--- src/rtl/fetch_stage_pkg.sv ---
// Shared definitions for the fetch stage and the pipeline registers:
// IF/ID control codes (same encoding the hazard controller emits),
// the injected bubble instruction and the default reset PC.
package fetch_stage_pkg;

  // Pipeline-register control codes; 2'b11 is reserved and behaves as STOP.
  localparam logic [1:0] DATA_CTRL_NORMAL = 2'b00;
  localparam logic [1:0] DATA_CTRL_STOP   = 2'b01;
  localparam logic [1:0] DATA_CTRL_FLUSH  = 2'b10;

  // addi x0,x0,0 -- the canonical bubble.
  localparam logic [31:0] NOP_INST_WORD = 32'h0000_0013;

  // Address of the first instruction fetched after reset.
  localparam logic [31:0] RESET_PC_DEFAULT = 32'h0000_0000;

  // Force a redirect target onto a word boundary.
  function automatic logic [31:0] word_align(input logic [31:0] addr);
    return {addr[31:2], 2'b00};
  endfunction

endpackage

--- src/rtl/fetch_stage_if_id_reg.sv ---
// Generic pipeline register with NORMAL / STOP / FLUSH handling.
// Carries a valid bit, a PC and one data word; a flush or an empty load
// leaves the BUBBLE word behind while keeping the old PC.
module if_id_reg
  import fetch_stage_pkg::*;
#(
  parameter int               WIDTH  = 32,
  parameter logic [WIDTH-1:0] BUBBLE = '0
) (
  input  logic             clk,
  input  logic             rst,
  input  logic [1:0]       ctrl,
  input  logic             load_valid,
  input  logic [31:0]      load_pc,
  input  logic [WIDTH-1:0] load_data,
  output logic             valid,
  output logic [31:0]      pc,
  output logic [WIDTH-1:0] data
);

  // Register update: flush injects a bubble, normal loads, anything else holds.
  always_ff @(posedge clk or posedge rst) begin
    if (rst) begin
      valid <= 1'b0;
      pc    <= '0;
      data  <= BUBBLE;
    end else begin
      case (ctrl)
        DATA_CTRL_FLUSH: begin
          valid <= 1'b0;
          data  <= BUBBLE;
        end
        DATA_CTRL_NORMAL: begin
          valid <= load_valid;
          if (load_valid) begin
            pc   <= load_pc;
            data <= load_data;
          end else begin
            data <= BUBBLE;
          end
        end
        default: ; // STOP and the reserved code hold the register
      endcase
    end
  end

endmodule

--- src/rtl/fetch_stage.sv ---
// Instruction fetch stage: PC sequencing, synchronous ROM interface,
// one-entry skid buffer for words that return while ID is stalled, and
// the IF/ID pipeline register feeding decode.
module fetch_stage
  import fetch_stage_pkg::*;
#(
  parameter logic [31:0] RESET_PC = RESET_PC_DEFAULT,
  parameter logic [31:0] NOP_INST = NOP_INST_WORD
) (
  input  logic        clk_i,
  input  logic        rst_i,
  input  logic        keep_i,
  input  logic        back_i,
  input  logic [31:0] back_pc_i,
  input  logic [1:0]  IF_ID_data_ctrl_i,
  output logic        irom_en_o,
  output logic [31:0] irom_addr_o,
  input  logic [31:0] irom_data_i,
  output logic [31:0] ID_pc_o,
  output logic [31:0] ID_pc4_o,
  output logic [31:0] ID_irom_o,
  output logic        ID_valid_o
);

  logic [31:0] pc_q;
  logic [31:0] fetch_pc_q;
  logic        inflight_q;
  logic        skid_valid_q;
  logic [31:0] skid_pc_q;
  logic [31:0] skid_inst_q;

  logic        fetch_en;
  logic        skid_clear;
  logic        cand_valid;
  logic [31:0] cand_pc;
  logic [31:0] cand_inst;

  // A new read is issued only when nothing holds or redirects the PC.
  assign fetch_en    = !rst_i && !keep_i && !back_i;
  assign irom_en_o   = fetch_en;
  assign irom_addr_o = pc_q;

  // Any redirect, flush or normal advance empties the skid buffer.
  assign skid_clear = back_i
                   || (IF_ID_data_ctrl_i == DATA_CTRL_FLUSH)
                   || (IF_ID_data_ctrl_i == DATA_CTRL_NORMAL);

  // Fetch candidate: the skid entry is older than the in-flight word.
  always_comb begin
    cand_valid = 1'b0;
    cand_pc    = fetch_pc_q;
    cand_inst  = irom_data_i;
    if (skid_valid_q) begin
      cand_valid = 1'b1;
      cand_pc    = skid_pc_q;
      cand_inst  = skid_inst_q;
    end else if (inflight_q) begin
      cand_valid = 1'b1;
    end
  end

  // PC sequencing and in-flight tracking; a redirect discards the pending read.
  always_ff @(posedge clk_i or posedge rst_i) begin
    if (rst_i) begin
      pc_q       <= RESET_PC;
      fetch_pc_q <= RESET_PC;
      inflight_q <= 1'b0;
    end else if (fetch_en) begin
      pc_q       <= pc_q + 32'd4;
      fetch_pc_q <= pc_q;
      inflight_q <= 1'b1;
    end else begin
      inflight_q <= 1'b0;
      if (back_i) begin
        pc_q <= word_align(back_pc_i);
      end
    end
  end

  // Skid buffer: park the returning ROM word while IF/ID is stopped.
  always_ff @(posedge clk_i or posedge rst_i) begin
    if (rst_i) begin
      skid_valid_q <= 1'b0;
      skid_pc_q    <= '0;
      skid_inst_q  <= NOP_INST;
    end else if (skid_clear) begin
      skid_valid_q <= 1'b0;
    end else if (!skid_valid_q && inflight_q) begin
      skid_valid_q <= 1'b1;
      skid_pc_q    <= fetch_pc_q;
      skid_inst_q  <= irom_data_i;
    end
  end

  logic [31:0] id_pc_q;
  logic [31:0] id_inst_q;
  logic        id_valid_q;

  if_id_reg #(
    .WIDTH  (32),
    .BUBBLE (NOP_INST)
  ) u_if_id (
    .clk        (clk_i),
    .rst        (rst_i),
    .ctrl       (IF_ID_data_ctrl_i),
    .load_valid (cand_valid),
    .load_pc    (cand_pc),
    .load_data  (cand_inst),
    .valid      (id_valid_q),
    .pc         (id_pc_q),
    .data       (id_inst_q)
  );

  assign ID_pc_o    = id_pc_q;
  assign ID_pc4_o   = id_pc_q + 32'd4;
  assign ID_irom_o  = id_inst_q;
  assign ID_valid_o = id_valid_q;

endmodule

--- config.mk ---
export PLATFORM = sky130hd
export DESIGN_NAME = fetch_stage
export DESIGN_NICKNAME = d
export VERILOG_FILES = /design/src/rtl/fetch_stage_pkg.sv /design/src/rtl/fetch_stage_if_id_reg.sv /design/src/rtl/fetch_stage.sv
export SDC_FILE = /design/constraint.sdc
export NUM_CORES = 1
export LEC_CHECK = 0
export ABC_AREA = 1
export CORE_ASPECT_RATIO = 1.5
export CORE_UTILIZATION = 45
export DETAILED_ROUTE_END_ITERATION = 8
export GPL_ROUTABILITY_DRIVEN = 0
export PLACE_DENSITY = 0.81
export SLEW_MARGIN = 0
export SYNTH_ARGS = -nofsm -noshare
export SYNTH_HDL_FRONTEND = slang
export SYNTH_SLANG_ARGS = --single-unit
--- constraint.sdc ---
create_clock -name clk_i -period 5.9 [get_ports clk_i]
set_input_delay 1.18 -clock clk_i [delete_from_list [all_inputs] [get_ports clk_i]]
set_output_delay 1.18 -clock clk_i [all_outputs]
set_load 0.01 [all_outputs]
==> results.py <==
metrics = {
    "grt": {
        "grt_start_max_net_pins": 188,
        "grt_pass1_wl_mm": 39.47,
        "grt.overflow.total": 0,
        "antenna_found_initial": 0,
        "grt_pass1_vias": 7940,
        "grt_use_total_pct": 23.31,
    },
    "logic_synthesis": {
        "netlist_instances": 1171,
        "ys_seq_area_share_pct": 50.29,
        "syn_area_mm2": 0.009320,
        "ys_types": 39,
        "async_flop_share_pct": 100.0,
        "avgSynthCellArea_um2": 7.959,
        "ys_ff_latch": 187,
        "ys.flop_type": "dfrtp_1",
        "yosys_warnings": 0,
        "synth_edf_count": 0,
    },
    "worst_setup_path": {
        "rr_startpoint": "skid_valid_q",
        "cp_max_fo": 26,
        "path_class": "in -> out",
        "path_delay_family": "buffers and inverters",
        "arrival_ns": 2.92,
        "startpoint_type": "primary input",
        "cp_data_required_time_ns": 4.72,
        "max_stage_delay_ns": 0.53,
        "crit_buf_inv": 5,
        "cp-end-kind": "output pin",
        "crit_slowest_cell": "clkdlybuf4s50_1",
        "cpMostUsedCell": "clkdlybuf4s50_1",
        "crit_start": "back_i",
        "crit_chain": "clkdlybuf4s50_1 -> buf_4 -> inv_2 -> nand2_2 -> inv_1 -> clkdlybuf4s50_1",
    },
    "pwr": {
        "total_power_w": 0.003752,
        "ir_drop_v": 0.0002299,
        "cellPowerDensity_mw_per_mm2": 314.0,
        "p_leak_nw": 5.529,
    },
    "clocking": {
        "cts_made_buffers": 17,
        "clk_latency_ns": 0.43,
        "cts_root_buf": "clkbuf_16",
        "cts.sink_count": 187,
        "clkTransAtPathRegs_ns": 0.07,
        "cts_tree": "done",
        "postCtsSetupBuffers": 0,
        "cts_resized": 0,
        "htreeDepth": 4,
        "cts_max_path_buffers": 2,
        "cts_hold_buffers": 0,
    },
    "die": {
        "fp.dieW_um": 119.5,
        "start_util_pct": 45.82,
        "coreArea_mm2": 0.02034,
        "io-pin-count": 200,
        "fp.dieArea_mm2": 0.02130,
        "die_h_um": 178.3,
        "rows": 64,
    },
    "timing": {
        "tightestPinTransition_ns": 1.135,
        "rsz0062_at_grt": "false",
        "slew_headroom_pct": 24.16,
        "slew_violations": 0,
        "fin_crit_ns": 4.098,
        "finalCritPeriodShare_pct": 69.46,
        "finalHoldViolCount": 0,
        "max_freq_mhz": 244.0,
        "fin_tns_setup_ns": 0,
        "fin_skew_ns": 0.01526,
        "setup_viol": 0,
        "setup_ws_ns": 1.802,
    },
    "worst_hold_path": {
        "hp-class": "reg -> reg",
        "hold_start": "skid_inst_q[1]",
    },
    "drt": {
        "firstDrtPassIters": 8,
        "wirelength_mm": 24.26,
        "wl_per_cell_um": 15.06,
        "avgViaCountPerCell": 5.277,
        "vias": 8501,
        "ant_nets": 0,
        "drtIter0Drc": 696,
        "drcViolationCount": 0,
    },
    "status": {
        "status": "completed",
    },
    "layout": {
        "n_antenna_cell": 0,
        "drive_above_1_share_pct": 4.603,
        "syn2layout_area_growth_pct": 28.21,
        "layout.cells.non_filler": 1611,
        "final_nets": 1406,
    },
    "place": {
        "place_hpwl_mm": 17.15,
        "dp_slack_ns": 1.722,
        "port_buffers": 191,
        "placed_cells_incl_taps": 1579,
    },
    "run": {
        "maxCapViolations": 0,
    },
}
==> final cells by class <==
type,count,area (µm²)
fill,1821,8391
sequential,187,4687
multi-input combinational,780,3809
timing repair buffer,200,1992
inverter,148,559.3
clock buffer,17,425.4
tap,264,330.3
clock inverter,15,146.4
==> path summary, 6_finish.rpt <==
path	endpoint	slack [ns]	depth (start not counted)
worst max-delay path	irom_en_o	1.80	6
worst min-delay path	skid_inst_q[1]	0.48	2
worst max register to register	u_if_id.pc[12]	3.48	5
worst min register to register	skid_inst_q[1]	0.48	2
max in group asynchronous	skid_inst_q[9]	3.71	3
min in group asynchronous	irom_addr_o[14]	1.36	3
==> state kept, by name, indices dropped and copies added, names as in the netlist <==
register,flops
skid_inst_q,32
u_if_id.data,32
fetch_pc_q,30
irom_addr_o,30
skid_pc_q,30
u_if_id.pc,30
inflight_q,1
skid_valid_q,1
u_if_id.valid,1
==> cells in the final DEF, fill, tap and decap left out, drive strengths merged, types with 2 or more instances in the layout <==
cell / Yosys / routed
clkinvlp: 0 / 3
nand4: 9 / 9
ha: 2 / 2
a21oi: 18 / 18
mux2: 3 / 3
o32a: 3 / 3
o21ai: 140 / 140
a22o: 23 / 23
inv: 148 / 158
nand3: 54 / 54
dfrtp: 181 / 181
clkbuf: 18 / 17
a22oi: 10 / 10
conb: 1 / 6
o311ai: 5 / 5
clkdlybuf4s50: 0 / 191
o211ai: 30 / 30
buf: 43 / 9
a31oi: 6 / 6
nor2: 115 / 115
xor2: 23 / 23
nor3: 19 / 19
dfstp: 6 / 6
clkinv: 0 / 2
nand2: 307 / 307
==> tightest hold or removal path: stages (launching register included) <==
cell and delay (ns):
dfstp_2 0.37, nand2_1 0.05, o21ai_1 0.06
==> synth_stat cells (9+ instances only) <==
cell / instances / area (µm²)
nand2_1: 306 / 1149
dfrtp_1: 181 / 4529
inv_1: 146 / 548.0
nor2_1: 106 / 397.9
o21ai_0: 100 / 500.5
nand3_1: 53 / 265.3
o21ai_1: 40 / 200.2
buf_2: 33 / 165.2
o211ai_1: 30 / 225.2
a22o_1: 23 / 201.4
xor2_1: 23 / 201.4
a21oi_1: 18 / 90.09
clkbuf_1: 18 / 67.56
nor3_1: 18 / 90.09
a22oi_1: 10 / 75.07
nand4_1: 9 / 56.30
==> logic make-up after synthesis <==
| logic type | share of synthesized area, % |
|---|---|
| other cells | 0.04024 |
| mux | 0.3624 |
| fa+ha+maj | 0.2684 |
| flops | 50.29 |
| buf+inv | 9.183 |
| compound gates | 15.33 |
| xor+xnor | 2.255 |
| simple gates | 22.27 |
==> layer usage <==
metal | global-route usage, % | up-vias | share of wire (%)
met3 | 3.581 | 49 | 6.1
met1 | 29.85 | 3976 | 42
met2 | 38.92 | 366 | 49
met5 | 0 | - | 0
met4 | 10.47 | 0 | 3.0
li1 | - | 4110 | -
==> report_power, final <==
| part | switching (W) | internal [W] |
|---|---|---|
| sequential | 0.000189 | 0.00151 |
| clock | 0.000554 | 0.000565 |
| combinational | 0.000472 | 0.000463 |
==> metrics by stage <==
step | cell area, µm² | utilization [%] | hold slack [ns]
after global placement | 11380 | 55.94 | 0.4633
after detailed placement | 11380 | 55.94 | 0.4678
after floorplan | 9343 | - | 0.4529
after global routing | 11950 | 58.75 | 0.5046
final | 11950 | 58.75 | 0.4773
after CTS | 11950 | 58.75 | 0.4788
Power figures use the tool's default switching activity.
